==> src/rtl/wm_pkg.sv <==
// WM8731 shared constants: control-port register map, power-up write table,
// sequencer state types and the audio clocking plan used by the codec clock generator.
package wm_pkg;

    localparam logic [6:0] WM_DEV_ADDR = 7'h1A;

    localparam logic [6:0] R0  = 7'd0;
    localparam logic [6:0] R1  = 7'd1;
    localparam logic [6:0] R2  = 7'd2;
    localparam logic [6:0] R3  = 7'd3;
    localparam logic [6:0] R4  = 7'd4;
    localparam logic [6:0] R5  = 7'd5;
    localparam logic [6:0] R6  = 7'd6;
    localparam logic [6:0] R7  = 7'd7;
    localparam logic [6:0] R8  = 7'd8;
    localparam logic [6:0] R9  = 7'd9;
    localparam logic [6:0] R15 = 7'd15;

    localparam int unsigned NUM_WRITES = 11;
    localparam int unsigned WIDX_W     = 4;
    typedef logic [WIDX_W-1:0] widx_t;

    typedef struct packed {
        logic [6:0] addr;
        logic [8:0] data;
    } wm_write_t;

    // Reset first, activate last: the codec must only go active once fully configured
    localparam wm_write_t WM_INIT_TABLE [NUM_WRITES] = '{
        '{R15, 9'h000},
        '{R0,  9'h017},
        '{R1,  9'h017},
        '{R2,  9'h079},
        '{R3,  9'h079},
        '{R4,  9'h012},
        '{R5,  9'h000},
        '{R6,  9'h000},
        '{R7,  9'h002},
        '{R8,  9'h000},
        '{R9,  9'h001}
    };

    // Codec clocking: I2S slave, 16-bit samples, 48 kHz, MCLK = 256 fs
    localparam int unsigned WM_MCLK_HZ     = 12_288_000;
    localparam int unsigned WM_FS_HZ       = 48_000;
    localparam int unsigned WM_MCLK_PER_FS = WM_MCLK_HZ / WM_FS_HZ;
    localparam int unsigned WM_BCLK_PER_FS = 32;
    localparam int unsigned WM_BCLK_DIV    = WM_MCLK_PER_FS / WM_BCLK_PER_FS;

    typedef enum logic [1:0] {
        CfgIdle,
        CfgRun,
        CfgDone,
        CfgErr
    } cfg_state_t;

    typedef enum logic [2:0] {
        FrIdle,
        FrStart,
        FrBits,
        FrAck,
        FrStop,
        FrGap
    } frame_state_t;

    function automatic logic [23:0] wm_frame_bytes(wm_write_t w);
        return {WM_DEV_ADDR, 1'b0, w.addr, w.data};
    endfunction

endpackage

==> src/rtl/wm_i2c_frame.sv <==
// Two-wire frame engine: quarter-bit divider plus bit FSM that sends START, three bytes
// with ACK slots, STOP and an idle gap, driving SCL/SDA as open-drain enables.
module wm_i2c_frame
    import wm_pkg::*;
#(
    parameter int unsigned CLK_HZ = 50_000_000,
    parameter int unsigned I2C_HZ = 100_000
) (
    input  logic        CLK_50,
    input  logic        RST,
    input  logic        go,
    input  logic [23:0] frame_bytes,
    output logic        ready,
    output logic        nack,
    output logic        scl_oe,
    output logic        sda_oe,
    input  logic        sda_in
);

    localparam int unsigned Q  = CLK_HZ / (4 * I2C_HZ);
    localparam int unsigned QW = (Q > 1) ? $clog2(Q) : 1;
    localparam logic [QW-1:0] QMAX = QW'(Q - 1);

    if (Q < 1) begin : g_bad_rate
        $error("wm_i2c_frame: CLK_HZ too low for I2C_HZ, quarter-bit below one cycle");
    end

    frame_state_t  st_q, st_d;
    logic [1:0]    qtr_q, qtr_d;
    logic [QW-1:0] div_q, div_d;
    logic [2:0]    bit_q, bit_d;
    logic [1:0]    byte_q, byte_d;
    logic [23:0]   sh_q, sh_d;
    logic          nack_q, nack_d;
    logic          scl_q, scl_d;
    logic          sda_q, sda_d;
    logic          tick;
    logic          qtr_end;

    // Returns {scl_oe, sda_oe} for a given phase and quarter
    function automatic logic [1:0] line_drive(frame_state_t st, logic [1:0] qtr, logic bit_val);
        case (st)
            FrStart: return {qtr == 2'd3, qtr >= 2'd2};
            FrBits:  return {(qtr == 2'd0) || (qtr == 2'd3), ~bit_val};
            FrAck:   return {(qtr == 2'd0) || (qtr == 2'd3), 1'b0};
            FrStop:  return {qtr == 2'd0, qtr <= 2'd1};
            default: return 2'b00;
        endcase
    endfunction

    always_comb begin
        st_d   = st_q;
        qtr_d  = qtr_q;
        bit_d  = bit_q;
        byte_d = byte_q;
        sh_d   = sh_q;
        nack_d = nack_q;

        tick    = (st_q != FrIdle) && (div_q == QMAX);
        qtr_end = tick && (qtr_q == 2'd3);
        div_d   = ((st_q == FrIdle) || tick) ? '0 : div_q + QW'(1);
        ready   = (st_q == FrIdle) ||
                  (qtr_end && ((st_q == FrGap) || ((st_q == FrStop) && nack_q)));

        if (tick) begin
            qtr_d = qtr_q + 2'd1;
        end
        if (tick && (qtr_q == 2'd2) && (st_q == FrAck) && sda_in) begin
            nack_d = 1'b1;
        end

        if (qtr_end) begin
            case (st_q)
                FrStart: st_d = FrBits;
                FrBits: begin
                    sh_d = {sh_q[22:0], 1'b0};
                    if (bit_q == 3'd7) begin
                        st_d  = FrAck;
                        bit_d = '0;
                    end else begin
                        bit_d = bit_q + 3'd1;
                    end
                end
                FrAck: begin
                    if (nack_q || (byte_q == 2'd2)) begin
                        st_d = FrStop;
                    end else begin
                        st_d   = FrBits;
                        byte_d = byte_q + 2'd1;
                    end
                end
                // An aborted frame skips the gap; nobody follows it
                FrStop:  st_d = nack_q ? FrIdle : FrGap;
                FrGap:   st_d = FrIdle;
                default: st_d = FrIdle;
            endcase
        end

        if (go && ready) begin
            st_d   = FrStart;
            qtr_d  = '0;
            div_d  = '0;
            bit_d  = '0;
            byte_d = '0;
            sh_d   = frame_bytes;
            nack_d = 1'b0;
        end

        {scl_d, sda_d} = line_drive(st_d, qtr_d, sh_d[23]);
    end

    always_ff @(posedge CLK_50 or posedge RST) begin
        if (RST) begin
            st_q   <= FrIdle;
            qtr_q  <= '0;
            div_q  <= '0;
            bit_q  <= '0;
            byte_q <= '0;
            sh_q   <= '0;
            nack_q <= 1'b0;
            scl_q  <= 1'b0;
            sda_q  <= 1'b0;
        end else begin
            st_q   <= st_d;
            qtr_q  <= qtr_d;
            div_q  <= div_d;
            bit_q  <= bit_d;
            byte_q <= byte_d;
            sh_q   <= sh_d;
            nack_q <= nack_d;
            scl_q  <= scl_d;
            sda_q  <= sda_d;
        end
    end

    assign nack   = nack_q;
    assign scl_oe = scl_q;
    assign sda_oe = sda_q;

endmodule

==> src/rtl/wm_codec_cfg.sv <==
// WM8731 power-up configuration sequencer: walks the init table, one two-wire frame per
// entry, and reports busy/done/ack_err.
module wm_codec_cfg
    import wm_pkg::*;
#(
    parameter int unsigned CLK_HZ     = 50_000_000,
    parameter int unsigned I2C_HZ     = 100_000,
    parameter bit          AUTO_START = 1'b1
) (
    input  logic CLK_50,
    input  logic RST,
    input  logic start,
    output logic scl_oe,
    output logic sda_oe,
    input  logic sda_in,
    output logic busy,
    output logic done,
    output logic ack_err
);

    cfg_state_t  st_q, st_d;
    widx_t       idx_q, idx_d;
    widx_t       sel;
    logic        auto_q, auto_d;
    logic        busy_q, busy_d;
    logic        done_q, done_d;
    logic        err_q, err_d;
    logic        go;
    logic        ready;
    logic        nack;
    logic [23:0] frame_bytes;

    // idx counts writes already issued: write 0 leaves in the acceptance cycle
    always_comb begin
        st_d   = st_q;
        idx_d  = idx_q;
        auto_d = auto_q;
        busy_d = busy_q;
        done_d = done_q;
        err_d  = err_q;
        go     = 1'b0;
        sel    = (idx_q < widx_t'(NUM_WRITES)) ? idx_q : '0;

        case (st_q)
            CfgRun: begin
                if (ready) begin
                    if (nack) begin
                        st_d   = CfgErr;
                        busy_d = 1'b0;
                        done_d = 1'b1;
                        err_d  = 1'b1;
                    end else if (idx_q == widx_t'(NUM_WRITES)) begin
                        st_d   = CfgDone;
                        busy_d = 1'b0;
                        done_d = 1'b1;
                    end else begin
                        go    = 1'b1;
                        idx_d = idx_q + widx_t'(1);
                    end
                end
            end
            default: begin
                if (start || auto_q) begin
                    st_d   = CfgRun;
                    busy_d = 1'b1;
                    done_d = 1'b0;
                    err_d  = 1'b0;
                    auto_d = 1'b0;
                    sel    = '0;
                    go     = 1'b1;
                    idx_d  = widx_t'(1);
                end
            end
        endcase

        frame_bytes = wm_frame_bytes(WM_INIT_TABLE[sel]);
    end

    always_ff @(posedge CLK_50 or posedge RST) begin
        if (RST) begin
            st_q   <= CfgIdle;
            idx_q  <= '0;
            auto_q <= AUTO_START;
            busy_q <= 1'b0;
            done_q <= 1'b0;
            err_q  <= 1'b0;
        end else begin
            st_q   <= st_d;
            idx_q  <= idx_d;
            auto_q <= auto_d;
            busy_q <= busy_d;
            done_q <= done_d;
            err_q  <= err_d;
        end
    end

    wm_i2c_frame #(
        .CLK_HZ (CLK_HZ),
        .I2C_HZ (I2C_HZ)
    ) u_frame (
        .CLK_50      (CLK_50),
        .RST         (RST),
        .go          (go),
        .frame_bytes (frame_bytes),
        .ready       (ready),
        .nack        (nack),
        .scl_oe      (scl_oe),
        .sda_oe      (sda_oe),
        .sda_in      (sda_in)
    );

    assign busy    = busy_q;
    assign done    = done_q;
    assign ack_err = err_q;

endmodule

==> config.mk <==
export PLATFORM = sky130hd
export DESIGN_NAME = wm_codec_cfg
export DESIGN_NICKNAME = d
export VERILOG_FILES = /design/src/rtl/wm_pkg.sv /design/src/rtl/wm_i2c_frame.sv /design/src/rtl/wm_codec_cfg.sv
export SDC_FILE = /design/constraint.sdc
export NUM_CORES = 1
export LEC_CHECK = 0
export ABC_AREA = 1
export BUFFER_PORTS_ARGS = -buffer_cell sky130_fd_sc_hd__buf_2
export CAP_MARGIN = 15
export CORE_UTILIZATION = 55
export DETAILED_ROUTE_END_ITERATION = 10
export PLACE_DENSITY = 0.8
export SETUP_SLACK_MARGIN = 0.3
export SLEW_MARGIN = 5
export SYNTH_ARGS = -nofsm -noshare
export SYNTH_HDL_FRONTEND = slang
export SYNTH_SLANG_ARGS = --single-unit
==> constraint.sdc <==
create_clock -name CLK_50 -period 2.91 [get_ports CLK_50]
set_clock_uncertainty 0.05 [all_clocks]
set_input_delay 0.291 -clock CLK_50 [delete_from_list [all_inputs] [get_ports CLK_50]]
set_output_delay 0.291 -clock CLK_50 [all_outputs]
set_load 0.05 [all_outputs]
# Yosys cells after proc, flatten, opt, wreduce, memory -nomap -nowiden
# Memory sizes are Yosys's and may differ from the RTL's.
# Cells that the tools add are included.
[classes] addsub=5 eq_ne=23 mux=57 n_bitwise=3 n_reduce_logical=28 order_cmp=4
[ops] operator="$mux W24" count=3
[ops] operator="$mux W16" count=2
[ops] operator="$mux W4" count=8
[ops] operator="$mux W3" count=9
[ops] operator="$mux W2" count=11
[ops] operator="$mux W1" count=20
[ops] operator="$mux W7" count=2
[ops] operator="$eq A3 B2 Y1 const B" count=4
[ops] operator="$eq A3 B3 Y1 const B" count=4
[ops] operator="$pmux W3 S4" count=1
[ops] operator="$reduce_bool A2 Y1" count=5
[ops] operator="$reduce_and A3 Y1" count=3
[ops] operator="$eq A2 B2 Y1 const B" count=4
[ops] operator="$logic_and A1 B1 Y1" count=8
[ops] operator="$ne A2 B2 Y1 const B" count=4
[ops] operator="$pmux W2 S4" count=1
[ops] operator="$add A7 B1 Y7 const B" count=1
[ops] operator="$eq A7 B7 Y1 const B" count=1
[ops] operator="$eq A3 B1 Y1 const B" count=2
[ops] operator="$logic_or A1 B1 Y1" count=6
[ops] operator="$ge A5 B5 Y1 const B" count=1
[ops] operator="$not A4 Y5" count=1
[ops] operator="$add A2 B1 Y2 const B" count=2
[ops] operator="$add A4 B1 Y4 const B" count=1
[ops] operator="other kinds (14)" count=16
[word_totals] out_inout_bits=5 mem_count=1 elab_cells=137 ff_bits=54 inputBits=4 mem_bits_ro=256
[memory_table] memory="(name not given)" depth=16 width=16 read_ports=1 rd_clocked_by_memory_dff=0 wr=0 line="wm_codec_cfg.sv:76" rtl="frame_bytes = wm_frame_bytes(WM_INIT_TABLE[sel]);"

# Logic depth before layout (Yosys ltp)
[depth] ltp_word=12 mapped_depth=15 depth_no_buf=14

# Hierarchy
# Synthesis repeated with hierarchy kept, for this count alone.
[hier_totals] hier_cells=388 hier_area_um2=3155.5
[modules_own_cells] module="wm_i2c_frame" area_each_um2=2377.3 cells_each=270 n_inst=1 seq_area_each_um2=1101.1
[modules_own_cells] module="wm_codec_cfg" area_each_um2=778.2 cells_each=118 n_inst=1 seq_area_each_um2=226.5

# Least setup slack after synthesis
# OpenSTA, ideal clock, no wires.
[synth_timing] path_kind="register to register" start="register done (netlist name)" end="register u_frame.scl_q (netlist: u_frame.scl_oe)" period_less_slack_ps=2228 path_stages_with_launch=14 setup_ps=68 arrival_time_ps=2109 t_required_ps=2792 setup_slack_ps=682 n_path_buf=1 cell_sequence="dfrtp_1 nor2_4 inv_2 a21oi_1 a21oi_1 nand2_4 inv_2 buf_4 nor2_1 inv_1 ha_1 nor2_1 nand2_1 nand3_1"
[synth_rtl] item="end signal: assignment" line="wm_i2c_frame.sv:131" rtl="scl_q <= scl_d;"
[synth_rtl] item="end: declaration" line="wm_i2c_frame.sv:35" rtl="logic scl_q, scl_d;"

# Worst setup path after layout
[layout_timing] start="register idx_q[0]" end="register u_frame.sh_q[5]"
[layout_between] elab_chain_cells=9 elab_cells_between_ends=18 cone_classes="1 x order compare; 1 x eq/ne; 10 x mux; 1 x bitwise; 4 x reduce/logical; 1 x memory"
[layout_lines] item="start: declaration" line="wm_codec_cfg.sv:22" rtl="widx_t idx_q, idx_d;"
[layout_lines] item="start signal: assignment" line="wm_codec_cfg.sv:89" rtl="idx_q <= idx_d;"
[layout_lines] item="$lt A4 B4 Y1" line="wm_codec_cfg.sv:42" rtl="sel = (idx_q < widx_t'(NUM_WRITES)) ? idx_q : '0;"
[layout_lines] item="$mux W4" line="wm_codec_cfg.sv:42"
[layout_lines] item="$mux W4" line="wm_codec_cfg.sv:63" rtl="if (start || auto_q) begin"
[layout_lines] item="$mux W4" line="wm_codec_cfg.sv:44" rtl="case (st_q)"
[layout_lines] item="$not A4 Y5 (implied by the code)" line="wm_codec_cfg.sv:76"
[layout_lines] item="$mem_v2 Z16 W16"
[layout_lines] item="$mux W16 (implied by the code) (2 in series)" line="wm_codec_cfg.sv:76"
[layout_lines] item="$mux W24" line="wm_i2c_frame.sv:99" rtl="if (go && ready) begin"
[layout_lines] item="end signal: assignment" line="wm_i2c_frame.sv:119" rtl="sh_q <= '0;"
[layout_lines] item="end signal: assignment" line="wm_i2c_frame.sv:129" rtl="sh_q <= sh_d;"
[layout_lines] item="end: declaration" line="wm_i2c_frame.sv:33" rtl="logic [23:0] sh_q, sh_d;"
# Several ways; a longest one is shown, not always the timed one. The select of a mux whose other input is x is not followed.
# A chain may end at the register's enable or synchronous reset.

==> reports/metrics.cfg <==
[timing]
fin_ws_ns = 0.5850
max_slew_margin_pct = 55.87
setup_viol = 0
slew_viol_final = 0
fmax_mhz = 430.1
setup_tns_ns = 0
hold_violations = 0
holdWs_ns = 0.08515
fin_crit_ns = 2.325
rsz0062_at_grt = false
worstMarginPinSlew_ns = 0.6620
period_share_pct = 79.90

[pwr]
ir_drop_v = 0.0002371
power.net_switching_w = 0.0002481
leakage_nw = 1.687
power.total_w = 0.001268
pwr-share-seq_pct = 58.1
comb_power_share_pct = 1.7
internal_power_w = 0.001020
p_clk_share_pct = 40.2
power_density_mw_per_mm2 = 410.3
sw_frac_of_total_pct = 19.56

[synth]
synthXorXnorAreaFrac_pct = 1.816
synth_compound_area_share_pct = 11.28
synthFlopType = dfrtp_1
syn_inst = 341
synthMuxAreaShare_pct = 0
ys_top_cells_by_area = dfrtp_1, nand2_1, inv_1
synth_top_family_by_area = simple AND/OR/NAND/NOR gates
synth_cell_type_count = 37
seq_area_frac_synth_pct = 45.87
syn-num-nets = 359
synth_enable_flop_cells = 0
ys_seq_elements = 53
syn-mean-instance-area_sq_um = 8.487
synth_top_area_cell = dfrtp_1
synth_area_sq_mm = 0.002894
yosysWarningCount = 0
synthSimpleGateAreaFrac_pct = 24.56
synth.top_cell.area_share_pct = 44.96
async_flop_share_pct = 100.0
synth-adder-area-share_pct = 6.053

[layout]
finalNonFillerCells = 422
antennaDiodeCount = 0
finalNetCount = 369
drive_gt1_share_pct = 13.35
synthToLayoutAreaGrowth_pct = 6.831

[clock_tree]
clockRootBuffer = clkbuf_8
path_clk_slew_ns = 0.09
ctsHtreeMaxLevel = 2
worst_skew_pair.late_latency_ns = 0.31
post_cts_buffers = 0
cts.sink_count = 53
cts.path.max_buffers = 2
cts_tree = built
numCtsBuffers = 5

[worst_setup_path]
path_cells = ha_1, o21ai_0, inv_1, nor2_1, inv_1, ha_1, inv_1, o21ai_0, nand3_1, o221ai_1
worstReg2RegStart = idx_q[0]$_DFFE_PP0P_
r2r_setup_slack_ns = 0.59
critPathMaxFanout = 5
reg2reg_depth = 10
r2r-end = u_frame.sh_q[5]$_DFFE_PP0P_
cp_slowest_stage_delay_ns = 0.43
cp.arrival_ns = 2.45
critPathSlowestCell = dfrtp_1
critical_path_class = flop to flop
startpoint_type = flop
worstPathRequired_ns = 3.04
crit_path_frequent_cell = inv_1
worstSetupEndpointType = flop

[floorplanning]
ioPinCount = 9
num_rows = 26
die_y_microns = 74.54
core_area_sq_mm = 0.005075
die_width_microns = 74.54
die-area_sq_mm = 0.005556
start_util_pct = 57.03

[routing]
drtPass1Iterations = 4
drc = 0
drt-initial-drc-count = 82
num_vias = 2180
wirelength_microns = 5168
routedWlPerCell_microns = 12.25
avgViaCountPerCell = 5.166
ant_nets = 0

[grt]
track_usage_pct = 21.57
antenna_found_initial = 0
grt_pass1_wl_microns = 9149
overflow = 0
grt_max_degree = 54
grt_pass1_vias = 2137

[placed_design]
dpl_worst_slack_ns = 0.5777
io_buffer_count = 8
dp_hpwl_microns = 3777
gp_congestion = 0.8354
dp_cells = 414

[min_path]
holdCritPathClass = input pin to asynchronous set/reset pin

[flow_run]
cap_violations = 0

[run_status]
status = finished clean

[logic make-up (layout without fill, tap and decap cells)]
family | after synthesis | after routing
adders and majority gates | 14 | 14
buffers and inverters | 71 | 82
and+or+nand+nor | 146 | 146
DFF | 53 | 53
AOI/OAI and AO/OA | 51 | 51
xor gates and xnor gates | 6 | 6
[cell type report]
type                       instances  area [sq um]
timing repair buffer               9         47.55
tap                               70         87.58
multi-input combinational        217          1269
inverter                          65         244.0
sequential                        53          1328
clock inverter                     1         30.03
fill                             456          1983
clock buffer                       7         86.33
[worst max-delay path: cells and delay by family, from the launching register on]
kind | cells | cell delay (ns)
AO/OA/AOI/OAI | 3 | 0.56
flip-flops | 1 | 0.43
AND/OR/NAND/NOR | 2 | 0.45
buffers and inverters | 3 | 0.22
adder cells (fa/ha/maj) | 2 | 0.48
[per-stage QoR]
step	util, %	cell area (sq um)
after global routing	60.92	3092
after CTS	60.85	3088
after global placement	58.56	2972
after detailed placement	58.56	2972
final	60.92	3092
after floorplan	-	2894
[routing by layer]
layer / part of all wire (%) / global-route usage (%) / vias up
li1: - / - / 1116
met1: 47 / 28.70 / 1037
met2: 49 / 36.54 / 21
met3: 2.3 / 3.659 / 6
met4: 1.3 / 5.870 / 0
met5: 0 / 0 / -
[how the worst max path moves through the flow]
stage | start | to | slack, ns | depth (start not counted)
after floorplan | done$_DFFE_PP0P_ | u_frame.scl_oe$_DFF_PP0_ | 0.68 | 13
after global placement | idx_q[0]$_DFFE_PP0P_ | u_frame.scl_oe$_DFF_PP0_ | 0.65 | 12
after detailed placement | idx_q[0]$_DFFE_PP0P_ | u_frame.scl_oe$_DFF_PP0_ | 0.58 | 12
after CTS | idx_q[0]$_DFFE_PP0P_ | u_frame.scl_oe$_DFF_PP0_ | 0.55 | 12
after global routing | idx_q[0]$_DFFE_PP0P_ | u_frame.sh_q[5]$_DFFE_PP0P_ | 0.35 | 10
final | idx_q[0]$_DFFE_PP0P_ | u_frame.sh_q[5]$_DFFE_PP0P_ | 0.59 | 10
[synth_stat cells (3+ instances only)]
library cell	count
a21oi_1	7
a21oi_2	6
a31oi_1	3
buf_6	4
dfrtp_1	52
ha_1	14
inv_1	56
inv_2	9
nand2_1	63
nand3_1	25
nand4_1	7
nor2_1	29
nor2_4	3
nor3_1	7
o211ai_1	4
o21ai_0	19
o221ai_1	5
xor2_1	6
[power groups by stage]
stage	registers, W	logic, W	clock network, W
after floorplan	0.000754	0.0000117	0
after global placement	0.000751	0.0000223	0
after detailed placement	0.000751	0.0000227	0
after CTS	0.000737	0.0000226	0.000525
after global routing	0.000737	0.0000252	0.000548
final	0.000737	0.0000214	0.000510
[layout by cell type, fill, tap and decap left out, drive strengths merged]
cell,n
xor2,6
o221ai,5
nor3,8
dfrtp,52
o21ai,21
nand3,27
ha,14
a31o,1
nor3b,2
bufinv,1
a31oi,3
nand4,7
dfstp,1
o31ai,1
a21oi,13
o211ai,4
a21boi,2
o22ai,1
nand3b,1
clkbuf,7
buf,9
inv,65
nor2,33
nand2,68
[state kept, by name, indices dropped and copies added, names as in the netlist]
signal and flops:
idx_q 4, ack_err 1, auto_q 1, st_q 1, busy 1, u_frame.st_q 3, done 1, u_frame.bit_q 3
u_frame.div_q 7, u_frame.qtr_q 2, u_frame.sda_oe 1, u_frame.nack 1, u_frame.scl_oe 1, u_frame.sh_q 24, u_frame.byte_q 2
[repair_timing]
action	in CTS	in global routing
setup endpoints to repair	0	1
hold endpoints to repair	0	0
gates resized for setup	0	1
hold buffers	0	0
Note: power is estimated with default switching activity, not from simulation.
